--- src/rtl/cla_adder_if.sv ---
// Operand/result bundle for cla_adder. The err signal exists only when
// CLA_ADDER_RCA_CHECK_EN is defined.
interface cla_adder_if #(
  parameter int WIDTH = 8
);
  localparam int N = 4 * WIDTH;

  logic [N-1:0] a;
  logic [N-1:0] b;
  logic [N-1:0] s;
  logic         c;
  logic [N-1:0] s_q;
  logic         c_q;
`ifdef CLA_ADDER_RCA_CHECK_EN
  logic         err;
`endif

  modport master (
    output a, b,
    input  s, c, s_q, c_q
`ifdef CLA_ADDER_RCA_CHECK_EN
    , input err
`endif
  );

  modport slave (
    input  a, b,
    output s, c, s_q, c_q
`ifdef CLA_ADDER_RCA_CHECK_EN
    , output err
`endif
  );
endinterface

--- src/rtl/cla_adder.sv ---
// Two-level carry-lookahead adder (4-bit groups, 4-group blocks), carry-in 0,
// with a registered copy of the result. Optional ripple cross-check: CLA_ADDER_RCA_CHECK_EN.
module cla_adder #(
  parameter int WIDTH = 8
) (
  input  logic         clk,
  input  logic         rst_n,
  cla_adder_if.slave   bus
);
  localparam int N    = 4 * WIDTH;
  localparam int NBLK = (WIDTH + 3) / 4;

  // Flattened carries c1..c3 of a 4-wide lookahead cell.
  function automatic logic [2:0] lookahead3(input logic [2:0] g, input logic [2:0] p,
                                            input logic cin);
    logic [2:0] cy;
    cy[0] = g[0] | (p[0] & cin);
    cy[1] = g[1] | (p[1] & g[0]) | (p[1] & p[0] & cin);
    cy[2] = g[2] | (p[2] & g[1]) | (p[2] & p[1] & g[0]) | (p[2] & p[1] & p[0] & cin);
    return cy;
  endfunction

  function automatic logic [3:0] lookahead4(input logic [3:0] g, input logic [3:0] p,
                                            input logic cin);
    logic c4;
    c4 = g[3] | (p[3] & g[2]) | (p[3] & p[2] & g[1]) | (p[3] & p[2] & p[1] & g[0])
       | (p[3] & p[2] & p[1] & p[0] & cin);
    return {c4, lookahead3(g[2:0], p[2:0], cin)};
  endfunction

  logic [N-1:0]     w_g;
  logic [N-1:0]     w_p;
  logic [N-1:0]     w_cy;
  logic [WIDTH-1:0] w_gg;
  logic [WIDTH-1:0] w_gp;
  logic [WIDTH:0]   w_gc;
  logic [N-1:0]     r_s_q;
  logic             r_c_q;

  assign w_g = bus.a & bus.b;
  assign w_p = bus.a ^ bus.b;

  // NOTE: every variable written in an always_comb gets a default first so no path leaves it unassigned (no latch).
  always_comb begin : group_gp
    w_gg = '0;
    w_gp = '0;
    for (int k = 0; k < WIDTH; k++) begin
      w_gg[k] = w_g[4*k+3] | (w_p[4*k+3] & w_g[4*k+2]) | (w_p[4*k+3] & w_p[4*k+2] & w_g[4*k+1])
              | (w_p[4*k+3] & w_p[4*k+2] & w_p[4*k+1] & w_g[4*k]);
      w_gp[k] = &w_p[4*k +: 4];
    end
  end

  // Second level: group carries per block of 4 groups; a short last block sees G=P=0 padding.
  always_comb begin : block_lookahead
    logic [4*NBLK-1:0] v_gg;
    logic [4*NBLK-1:0] v_gp;
    logic [4*NBLK:0]   v_gc;
    v_gg = '0;
    v_gp = '0;
    v_gc = '0;
    v_gg[WIDTH-1:0] = w_gg;
    v_gp[WIDTH-1:0] = w_gp;
    for (int j = 0; j < NBLK; j++) begin
      v_gc[4*j+1 +: 4] = lookahead4(v_gg[4*j +: 4], v_gp[4*j +: 4], v_gc[4*j]);
    end
    w_gc = v_gc[WIDTH:0];
  end

  always_comb begin : bit_carries
    w_cy = '0;
    for (int k = 0; k < WIDTH; k++) begin
      w_cy[4*k]       = w_gc[k];
      w_cy[4*k+1 +: 3] = lookahead3(w_g[4*k +: 3], w_p[4*k +: 3], w_gc[k]);
    end
  end

  assign bus.s = w_p ^ w_cy;
  assign bus.c = w_gc[WIDTH];

  // NOTE: sequential state uses non-blocking assignments so all flops update together at the edge.
  always_ff @(posedge clk or negedge rst_n) begin
    if (!rst_n) begin
      r_s_q <= '0;
      r_c_q <= 1'b0;
    end else begin
      r_s_q <= bus.s;
      r_c_q <= bus.c;
    end
  end

  assign bus.s_q = r_s_q;
  assign bus.c_q = r_c_q;

`ifdef CLA_ADDER_RCA_CHECK_EN
  logic [N-1:0] w_ref_s;
  logic         w_ref_c;
  logic         r_err;

  always_comb begin : ripple_ref
    logic v_rc;
    v_rc    = 1'b0;
    w_ref_s = '0;
    for (int i = 0; i < N; i++) begin
      w_ref_s[i] = bus.a[i] ^ bus.b[i] ^ v_rc;
      v_rc       = (bus.a[i] & bus.b[i]) | (v_rc & (bus.a[i] ^ bus.b[i]));
    end
    w_ref_c = v_rc;
  end

  // Sticky until reset: one disagreement is enough to flag the core.
  always_ff @(posedge clk or negedge rst_n) begin
    if (!rst_n) r_err <= 1'b0;
    else        r_err <= r_err | ({bus.c, bus.s} != {w_ref_c, w_ref_s});
  end

  assign bus.err = r_err;
`endif
endmodule

--- src/flat_wrapper.sv ---
// flat-port wrapper written by rule: the top's interface ports become plain ports
module cla_adder_flat 
#(
  parameter int WIDTH = 8
)
  (clk, rst_n, bus_a, bus_b, bus_s, bus_c, bus_s_q, bus_c_q);
  cla_adder_if #(.WIDTH(WIDTH)) bus_i ();
  input  logic clk;
  input  logic rst_n;
  input wire logic [$bits(bus_i.a)-1:0] bus_a;
  input wire logic [$bits(bus_i.b)-1:0] bus_b;
  output wire logic [$bits(bus_i.s)-1:0] bus_s;
  output wire logic [$bits(bus_i.c)-1:0] bus_c;
  output wire logic [$bits(bus_i.s_q)-1:0] bus_s_q;
  output wire logic [$bits(bus_i.c_q)-1:0] bus_c_q;
  assign bus_i.a = bus_a;
  assign bus_i.b = bus_b;
  assign bus_s = bus_i.s;
  assign bus_c = bus_i.c;
  assign bus_s_q = bus_i.s_q;
  assign bus_c_q = bus_i.c_q;
  cla_adder #(.WIDTH(WIDTH)) u_core (.clk(clk), .rst_n(rst_n), .bus(bus_i));
endmodule
--- config.mk ---
export PLATFORM = sky130hd
export DESIGN_NAME = cla_adder_flat
export DESIGN_NICKNAME = d
export VERILOG_FILES = /design/src/rtl/cla_adder_if.sv /design/src/rtl/cla_adder.sv /design/src/flat_wrapper.sv
export SDC_FILE = /design/constraint.sdc
export NUM_CORES = 1
export LEC_CHECK = 0
export ABC_AREA = 1
export BUFFER_PORTS_ARGS = -buffer_cell sky130_fd_sc_hd__buf_2
export CAP_MARGIN = 20
export CORE_MARGIN = 10
export CORE_UTILIZATION = 37
export DETAILED_ROUTE_END_ITERATION = 16
export PLACE_DENSITY = 0.72
export SLEW_MARGIN = 20
export SYNTH_ARGS = -nofsm -noshare
export SYNTH_HDL_FRONTEND = slang
export SYNTH_SLANG_ARGS = --single-unit
--- constraint.sdc ---
create_clock -name clk -period 3 [get_ports clk]
set_input_delay 0.45 -clock clk [delete_from_list [all_inputs] [get_ports clk]]
set_output_delay 0.45 -clock clk [all_outputs]
set_load 0.05 [all_outputs]
After elaboration in Yosys (flattened, before gate mapping)
Index checks and enable logic that the tools add are counted.

Word-level logic and storage cells: 229. Bits of input ports: 66. RAM bits: 0. Latch bits: 0. Bits in read-only memories: 0. Register bits after elaboration: 33. Memories kept: 0. Output and inout bits: 66.

Div/mod/pow operators: 0. Reductions and logical operators: 7. Multiplexer cells: 0. Add/sub/neg operators: 0. Shifts and indexed selects: 0. $lt $le $gt $ge: 0. Bitwise gates (word level): 220. Equal/unequal tests: 0. Multipliers: 0.

Operator list (count): $and A1 B1 Y1 (132); $or A1 B1 Y1 (85); $xor A32 B32 Y32 (2); $and A32 B32 Y32 (1); $reduce_and A4 Y1 (7).

Depth between registers and ports, before layout
Gate-level depths: netlist (run 1).

Word-level depth: 14. Depth in mapped cells: 15. Gate-level depth less buffers: 15.

Least setup slack after synthesis (run 1)
No wires, ideal clock.

Path type: input -> output. Start: input port bus_b[9]. End: output port bus_s[25]. Data required time: 2.550 ns. Stages on the path: 13. Buffers on the path: 0. Arrival: 2.673 ns. Slack: -0.123 ns. Cells stage by stage: ha_1 -> nand2_1 -> nand2_1 -> nand2_1 -> nand2_1 -> nand2_1 -> nand2_1 -> nor2_1 -> nand2_4 -> nand2_2 -> nand2_4 -> fa_1 -> xor2_1.

Word-level cells in the longest chain between the ends: 13. Elaborated cells between the ends (all ways): 21. Classes of those cells: bitwise: 20; reduce/logical: 1.

RTL lines: from (decl) (RTL line flat_wrapper.sv:11) `input wire logic [$bits(bus_i.b)-1:0] bus_b;`; $and A32 B32 Y32 / $xor A32 B32 Y32 (equally long branches) (RTL line cla_adder.sv:40, cla_adder.sv:41); $and A1 B1 Y1 (on tied branches) (RTL line cla_adder.sv:48, cla_adder.sv:49); $or A1 B1 Y1 / $and A1 B1 Y1 (equally long branches) (RTL line cla_adder.sv:48, cla_adder.sv:49); $or A1 B1 Y1 (RTL line cla_adder.sv:49) `| (w_p[4*k+3] & w_p[4*k+2] & w_p[4*k+1] & w_g[4*k]);`; $and A1 B1 Y1 (RTL line cla_adder.sv:26) `c4 = g[3] | (p[3] & g[2]) | (p[3] & p[2] & g[1]) | (p[3] & p[2] & p[1] & g[0])`; $or A1 B1 Y1 (2 in series) (RTL line cla_adder.sv:26); $or A1 B1 Y1 (*) (RTL line cla_adder.sv:26); $and A1 B1 Y1 (*) (RTL line cla_adder.sv:18) `cy[1] = g[1] | (p[1] & g[0]) | (p[1] & p[0] & cin);`; $or A1 B1 Y1 (*) (RTL line cla_adder.sv:18); $and A1 B1 Y1 (*) (RTL line cla_adder.sv:17) `cy[0] = g[0] | (p[0] & cin);`; $or A1 B1 Y1 (*) (RTL line cla_adder.sv:17); $xor A32 B32 Y32 (*) (RTL line cla_adder.sv:78) `assign bus.s = w_p ^ w_cy;`; to (decl) (RTL line flat_wrapper.sv:12) `output wire logic [$bits(bus_i.s)-1:0] bus_s;`.

Mark *: on every way between the ends. The rest lies on a longest branch, timed or not.

Worst setup path after layout (run 1)
Start: input port bus_b[14]. End: output port bus_s[21].

Word-level cells in the longest chain between the ends: 13. Elaborated cells between the ends (all ways): 24. Classes of those cells: bitwise: 23; reduce/logical: 1.

RTL lines: $and A32 B32 Y32 / $xor A32 B32 Y32 (equally long branches) (RTL line cla_adder.sv:40, cla_adder.sv:41); $and A1 B1 Y1 (on tied branches) (RTL line cla_adder.sv:48, cla_adder.sv:49); $or A1 B1 Y1, or another cell as far along (RTL line cla_adder.sv:48) `w_gg[k] = w_g[4*k+3] | (w_p[4*k+3] & w_g[4*k+2]) | (w_p[4*k+3] & w_p[4*k+2] & w_g[4*k+1])`; $or A1 B1 Y1 / $and A1 B1 Y1 (equally long branches) (RTL line cla_adder.sv:48, cla_adder.sv:49); $or A1 B1 Y1 (RTL line cla_adder.sv:49); $or A1 B1 Y1 (2 in series) (RTL line cla_adder.sv:26); $or A1 B1 Y1 (*) (RTL line cla_adder.sv:26); $and A1 B1 Y1 (*) (RTL line cla_adder.sv:17); $or A1 B1 Y1 (*) (RTL line cla_adder.sv:17); $and A1 B1 Y1 (*) (RTL line cla_adder.sv:17); $or A1 B1 Y1 (*) (RTL line cla_adder.sv:17); $xor A32 B32 Y32 (*) (RTL line cla_adder.sv:78).

Marks and branches as above.

==> impl_metrics.csv, run 1 <==
group,metric,value,unit
floorplanning,std_cell_rows,29,
placement,gp_congestion,0.833,
clock_tree,cts_buffers,5,
grt,grt_util_met2,23.8,%
sta,holdWs,0.240,ns
route,drtPass1Iterations,4,
worst_hold_path,hold_path_class,"in2async",
route,via_per_inst,4.57,
clock_tree,clock_path_buffers,2,
synthesis,synth_seq_cells,33,
layout,drive_gt1_share,40.9,%
sta,finalCritPeriodShare,96.5,%
synthesis,yosysSeqAreaShare,34.9,%
synthesis,syn_avg_cell_area,8.71,um^2
layout,fin_nets,529,
critical_path,arrival,2.45,ns
route,vias,2290,
clock_tree,post-cts-setup-buffer-count,0,
floorplanning,die_height,100,um
sta,relSlewSlack,49.5,%
synthesis,yosysWarnings,0,
sta,tightest_slew,0.758,ns
layout,fin_util,53.5,%
placement,place_inst,493,
grt,grt_max_degree,34,
synthesis,netlist_area,2370,um^2
route,drtIter0Drc,60,
grt,grt_pass1_vias,2440,
route,ant_nets,0,
sta,layout_setup_ws,0.105,ns
clock_tree,cts-root-buf,"clkbuf_8",
grt,gr-total-overflow,0,
critical_path,critPathKind,"in2out",
critical_path,crit_fanout,6,
floorplanning,dieWidth,100,um
run_status,status,"completed",
sta,finalHoldViolCount,0,
placement,io_buffer_count,131,
sta,slew_violations,0,
clock_tree,h-tree-depth,2,
clock_tree,hold_buffers,0,
placement,dp_hpwl,6010,um
critical_path,cp_data_required_time,2.55,ns
synthesis,syn_nets,378,
route,detail_route.wl_per_cell,13.6,um
grt,grt_pass1_wl,10900,um
flow_run,maxCapViolCount,0,
power,vdd_drop_max,0.000369,V
power,finalPower,2.16,mW
grt,grtUsageMet3,6.66,%
grt,met1_usage,13.0,%
floorplanning,dieArea,10000,um^2
layout,fin_cells,501,
grt,grt-busiest-layer,"met2",
floorplanning,core_area,6280,um^2
clock_tree,clkTransAtPathRegs,0.07,ns
route,drc_errors,0,
sta,setup_viol,0,
route,wl,6800,um
placement,pre_cts_slack,-0.00862,ns
floorplanning,num_io_pins,132,
synthesis,synthCells,272,
floorplanning,initial_utilization,37.7,%
layout,syn2layout_area_growth,41.7,%
grt,grt_usage,13.2,%
power,p_per_area,643,nW/um^2
critical_path,cp-start-kind,"input port",
grt,antenna_found_initial,1,
sta,max_freq,0.345,GHz
clock_tree,clock-sinks,33,
power,p_leak,1.96,nW
critical_path,critPathCaptureType,"primary output",
synthesis,synth_cell_types,24,
clock_tree,cts_tree,"built",
sta,min_period,2.90,ns
[synthesized netlist by cell type (all sizes together)]
cell    instances  area [um^2]
a21boi          2         18.8
nand2          78          348
nor2           21         83.8
nand3          20          100
a221oi          2         17.5
ha             32          400
nand3b          2         15.0
a21o            2         15.0
inv            35          131
xor2           15          131
o21ai           2         13.8
a21oi          15         75.1
and3            1         6.26
fa              8          160
o31ai           1         7.51
nor3            1         5.00
o21bai          1         7.51
or2             1         6.26
dfrtp          33          826
[routing by layer]
| metal | vias to the layer above | part of all wire (%) |
|---|---|---|
| met2 | 75 | 51 |
| met1 | 1031 | 37 |
| met4 | 0 | 0.90 |
| li1 | 1178 | - |
| met3 | 6 | 11 |
| met5 | - | 0 |
[area by class of cell]
type	instances	area, um^2
antenna	1	2.50
clock buffer	7	86.3
fill	597	2920
inverter	35	131
multi-input combinational	204	1450
sequential	33	826
tap	77	96.3
timing repair buffer	144	767
[worst max-delay path by stage]
stage                     startpoint        end
after floorplan             bus_b[9]  bus_s[17]
after global placement     bus_b[14]  bus_s[29]
after detailed placement   bus_b[14]  bus_s[29]
after CTS                  bus_b[14]  bus_s[25]
after global routing        bus_b[9]  bus_s[21]
final                      bus_b[14]  bus_s[21]
[flip-flops by register name, indices dropped and copies added, names as in the netlist]
| signal | flops |
|---|---|
| u_core.bus.s_q | 32 |
| u_core.bus.c_q | 1 |
[worst max-delay path, cell delays in order]
cell and delay (ns):
buf_2 0.10, ha_1 0.36, nand3_1 0.12, nand3_1 0.07
nor2_1 0.09, nand2_1 0.07, nor2_2 0.13, nand2_4 0.10
nand2_2 0.09, nand2_4 0.05, fa_1 0.41, xor2_2 0.18
buf_4 0.22
[where the power goes]
group	switching, mW	internal, mW
combinational	0.961	0.310
sequential	0.0201	0.532
clock	0.154	0.182
[repair_timing]
action / CTS / global route
gates resized for setup: 2 / 6
cloned: 0 / 0
pin swaps: 0 / 1
setup endpoints to repair: 2 / 6
[per-stage QoR]
step | setup TNS [ns] | instance area, um^2
floorplan | 0 | 2400
global placement | 0 | 3250
detailed placement | -0.0154 | 3250
CTS | 0 | 3340
global route | -0.0247 | 3350
finish | 0 | 3360
[kinds of logic after synthesis]
group / Yosys count / synth area share (%)
flip-flops: 33 / 34.9
buffers and inverters: 35 / 5.55
AO/OA/AOI/OAI: 25 / 6.55
XOR/XNOR: 15 / 5.55
AND/OR/NAND/NOR: 124 / 23.8
adder cells (fa/ha/maj): 40 / 23.7
[cell usage in the layout, fill, tap and decap left out, types with 5 or more instances in the layout]
| cell | count |
|---|---|
| buf_4 | 15 |
| a21oi_1 | 14 |
| ha_1 | 32 |
| nand2_2 | 7 |
| nor2_1 | 18 |
| nand3_1 | 20 |
| xor2_1 | 11 |
| fa_1 | 8 |
| dfrtp_1 | 33 |
| buf_2 | 127 |
| inv_1 | 35 |
| clkbuf_8 | 6 |
| nand2_4 | 5 |
| nand2_1 | 66 |
No activity file was read; power rests on OpenSTA's default activity.
==> run 2, diff against run 1 <==
SETUP_SLACK_MARGIN = 0.3   (was default)
==> impl_metrics.csv, run 2 (same netlist as run 1, synthesis figures left out) <==
group,metric,value,unit
run_status,status,"completed",
grt,grt_max_degree,34,
route,detail_route.wl_per_cell,15.5,um
clock_tree,clock-sinks,33,
floorplanning,dieWidth,100,um
floorplanning,dieArea,10000,um^2
route,ant_nets,0,
route,vias,2464,
grt,antenna_found_initial,0,
route,drc_errors,0,
layout,final_common_cell,"buf_2",
worst_hold_path,hold_path_class,"in2async",
clock_tree,hold_buffers,0,
critical_path,critPathKind,"in2out",
critical_path,crit_top_cell,"nand2_4",
sta,rsz0062_at_grt,"true",
sta,setup-tns-final,0,ns
critical_path,critPathCaptureType,"primary output",
sta,finalCritPeriodShare,90.6,%
placement,pre_cts_slack,0.0553,ns
clock_tree,cts_buffers,5,
critical_path,cp-start-kind,"input port",
floorplanning,core_area,6280,um^2
power,finalPower,2.40,mW
critical_path,cp_slowest_cell,"fa_2",
sta,max_freq,0.368,GHz
route,drtIter0Drc,60,
layout,largest_register_ffs,32,
layout,diodes,0,
critical_path,worstPathCellList,"buf_2 > ha_4 > a21oi_2 > a21oi_2 > nor2_2 > nand2_4 > nand2_4 > nand2_4 > fa_2 > xor2_2 > buf_6",
clock_tree,cts-root-buf,"clkbuf_8",
clock_tree,h-tree-depth,2,
critical_path,crit_fanout,5,
clock_tree,clock_path_buffers,2,
critical_path,cp_data_required_time,2.55,ns
critical_path,arrival,2.27,ns
sta,setup_viol,0,
grt,gr-total-overflow,0,
sta,relSlewSlack,48.4,%
layout,fin_cells,515,
floorplanning,die_height,100,um
sta,layout_setup_ws,0.281,ns
sta,tightest_slew,0.775,ns
critical_path,crit_path_max_incr_delay,0.37,ns
flow_run,maxCapViolCount,0,
layout,syn2layout_area_growth,69.8,%
placement,io_buffer_count,131,
sta,slew_violations,0,
grt,grt_pass1_vias,2593,
placement,dp_hpwl,5980,um
floorplanning,num_io_pins,132,
sta,finalHoldViolCount,0,
power,vdd_drop_max,0.000340,V
clock_tree,clkTransAtPathRegs,0.08,ns
floorplanning,std_cell_rows,29,
clock_tree,cts_tree,"built",
placement,place_inst,487,
power,p_per_area,597,nW/um^2
route,wl,7990,um
layout,fin_nets,543,
grt,grt_pass1_wl,12100,um
route,drtPass1Iterations,4,
placement,gp_congestion,0.787,
floorplanning,initial_utilization,37.7,%
power,p_leak,2.13,nW
layout,final_cell_mix,"105 x buf_2, 56 x nand2_1, 33 x inv_1, 33 x dfrtp_1, 31 x buf_4",
layout,drive_gt1_share,56.4,%
grt,grt_usage,14.6,%
route,via_per_inst,4.78,
sta,min_period,2.72,ns
[run 2: cell types whose count changed in the layout (fill, tap and decap cells not counted), sizes merged]
cell | previous run | this run
buf | 143 | 157
clkbuf | 8 | 6
clkinv | 0 | 2
clkinvlp | 0 | 1
diode | 1 | 0
[run 2: repair_timing]
action                     in CTS  in global routing
setup endpoints to repair      15                 23
pin swaps                      18                 23
setup buffers                  16                  4
resized for setup              55                 57
[run 2: layer usage]
layer	share of wire [%]	GRT usage (%)
met2	53	26.3
met5	0	0
met3	10	6.52
met4	1.6	3.91
met1	36	15.0
[run 2: worst max-delay path by stage]
| stage | start | endpoint | slack (ns) | cells past startpoint |
|---|---|---|---|---|
| 5_1_grt | bus_b[11] | bus_s[25] | 0.14 | 15 |
| 2_1_floorplan | bus_b[2] | bus_s[9] | 0.10 | 9 |
| 3_5_place_dp | bus_b[14] | bus_s[29] | 0.06 | 13 |
| 6_report | bus_b[7] | bus_s[25] | 0.28 | 11 |
| 3_3_place_gp | bus_b[14] | bus_s[25] | 0.1 | 13 |
| 4_1_cts | bus_a[9] | bus_s[29] | 0.26 | 15 |
[run 2: power by group]
group | internal, mW | total, mW | leakage, nW | switching (mW)
combinational | 0.466 | 1.51 | 1.70 | 1.04
clock | 0.160 | 0.346 | 0.0439 | 0.185
sequential | 0.532 | 0.552 | 0.386 | 0.0203
total | 1.16 | 2.40 | 2.13 | 1.24
[run 2: layout make-up]
type                    count  area (um^2)
repair buffers            158         1010
flip-flops and latches     33          826
inverters                  35          131
multi-input cells         204         1870
fillers                   514         2250
clock inverters             3         17.5
clock buffers               5         68.8
well taps                  77         96.3
[run 2: stage by stage]
stage	util, %	cell area, um^2	hold slack [ns]
global route	64.1	4020	0.300
floorplan	-	2480	0.154
detailed placement	52.4	3290	0.596
CTS	60.8	3810	0.284
global placement	52.4	3290	0.581
finish	64.1	4020	0.230
[run 2: worst max-delay path, delay by kind of cell]
kind                       cells  cell delay, ns
xor gates and xnor gates       1            0.19
adders and majority gates      2            0.62
AOI/OAI and AO/OA              2            0.28
and+or+nand+nor                4            0.42
buffers and inverters          2            0.30
==> run 3, diff against run 2 <==
BUFFER_PORTS_ARGS = default   (was -buffer_cell sky130_fd_sc_hd__buf_2)
DONT_BUFFER_PORTS = 1   (was default)
PLACE_DENSITY = 0.54   (was 0.72)
==> impl_metrics.csv, run 3 (same netlist as run 1, synthesis figures left out) <==
group,metric,value,unit
critical_path,cp_slowest_cell,"fa_2",
grt,grtUsageMet3,7.14,%
layout,largest_register_ffs,32,
route,ant_nets,0,
critical_path,critPathCaptureType,"primary output",
route,drtPass1Iterations,4,
sta,setup-tns-final,0,ns
clock_tree,h-tree-depth,2,
layout,diodes,0,
placement,dp_hpwl,5340,um
route,drc_errors,0,
power,p_leak,1.55,nW
sta,holdWs,0.441,ns
placement,gp_congestion,0.762,
power,finalPower,2.10,mW
critical_path,arrival,2.21,ns
sta,tightest_slew,0.545,ns
clock_tree,clkTransAtPathRegs,0.07,ns
layout,final_common_cell,"nand2_1",
flow_run,maxCapViolCount,0,
floorplanning,die_height,100,um
route,via_per_inst,4.95,
floorplanning,dieWidth,100,um
floorplanning,core_area,6280,um^2
critical_path,critPathKind,"in2out",
grt,grt_pass1_wl,9760,um
route,wl,6340,um
power,vdd_drop_max,0.000331,V
grt,met1_usage,12.0,%
clock_tree,cts_tree,"built",
critical_path,crit_fanout,5,
layout,drive_gt1_share,30.8,%
sta,setup_viol,0,
route,detail_route.wl_per_cell,16.6,um
sta,slew_violations,0,
grt,grt-busiest-layer,"met2",
clock_tree,cts_buffers,5,
sta,max_freq,0.376,GHz
placement,io_buffer_count,0,
grt,grt_usage,12.2,%
grt,grt_max_degree,34,
worst_hold_path,hold_path_class,"in2reg",
critical_path,cp-start-kind,"input port",
floorplanning,std_cell_rows,29,
grt,antenna_found_initial,0,
grt,grt_util_met2,21.0,%
sta,finalCritPeriodShare,88.7,%
power,p_per_area,671,nW/um^2
sta,rsz0062_at_grt,"true",
clock_tree,cts-root-buf,"clkbuf_8",
critical_path,critPathTopFamily,"adder cells",
run_status,status,"completed",
sta,finalHoldViolCount,0,
clock_tree,clock_path_buffers,2,
clock_tree,clock-sinks,33,
layout,final_cell_mix,"58 x nand2_1, 35 x inv_1, 33 x dfrtp_1",
grt,gr-total-overflow,0,
floorplanning,num_io_pins,132,
sta,min_period,2.66,ns
critical_path,cp_data_required_time,2.55,ns
floorplanning,initial_utilization,37.7,%
route,drtIter0Drc,52,
critical_path,cp_num_buf_inv,0,
layout,syn2layout_area_growth,32.2,%
floorplanning,dieArea,10000,um^2
grt,grt_pass1_vias,1952,
route,vias,1889,
layout,fin_nets,410,
sta,relSlewSlack,63.6,%
critical_path,worstPathCellList,"ha_4 > a21o_1 > a21boi_4 > nor2_1 > nor2_2 > nand2_4 > fa_2 > xor2_4",
layout,fillers,601,
critical_path,crit_path_max_incr_delay,0.38,ns
run 3: cell types whose count changed in the layout (fill, tap and decap cells not counted), sizes merged:
cell         before  now
dlygate4sd3       0    1
buf             157   24
clkinvlp          1    0
run 3: layout make-up:
type	instances	area [um^2]	share of cell area, %
well taps	77	96.3	3.08
repair buffers	25	235	7.51
clock inverters	2	10.0	0.320
inverters	35	131	4.19
clock buffers	6	72.6	2.32
multi-input cells	204	1760	56.2
flip-flops and latches	33	826	26.4
run 3: timing repair:
item,CTS,global route
hold endpoints to repair,33,0
resized for setup,18,20
hold buffers,2,0
endpoints found under the setup margin,9,12
buffers inserted,2,2
pin swaps,7,11
run 3: layer usage:
layer	up-vias	wire [um]
met5	-	0
met4	0	84
met3	6	860
met2	81	3250
met1	869	2150
li1	933	-
run 3: power by group:
| part | internal [mW] | total, mW | switching, mW |
|---|---|---|---|
| Clock | 0.161 | 0.331 | 0.170 |
| Sequential | 0.529 | 0.896 | 0.368 |
| Combinational | 0.286 | 0.875 | 0.589 |
| Total | 0.976 | 2.10 | 1.13 |
run 3: final timing paths:
path / end / slack [ns] / cells after the start / start
setup / recovery: bus_s[29] / 0.34 / 8 / bus_b[17]
hold / removal: u_core.bus.s_q[2] / 0.44 / 2 / bus_a[2]
max in group asynchronous: u_core.bus.s_q[12] / 2.17 / 2 / rst_n
min in group asynchronous: u_core.bus.s_q[30] / 0.65 / 2 / rst_n
run 3: metrics by stage:
stage / util (%) / cells / cell area, um^2 / setup WS, ns
detailed placement: 43.8 / 368 / 2750 / 0.194
finish: 49.9 / 382 / 3130 / 0.340
global route: 49.9 / 382 / 3130 / 0.260
CTS: 48.0 / 380 / 3020 / 0.300
floorplan: - / 272 / 2480 / 0.100
global placement: 43.8 / 368 / 2750 / 0.202
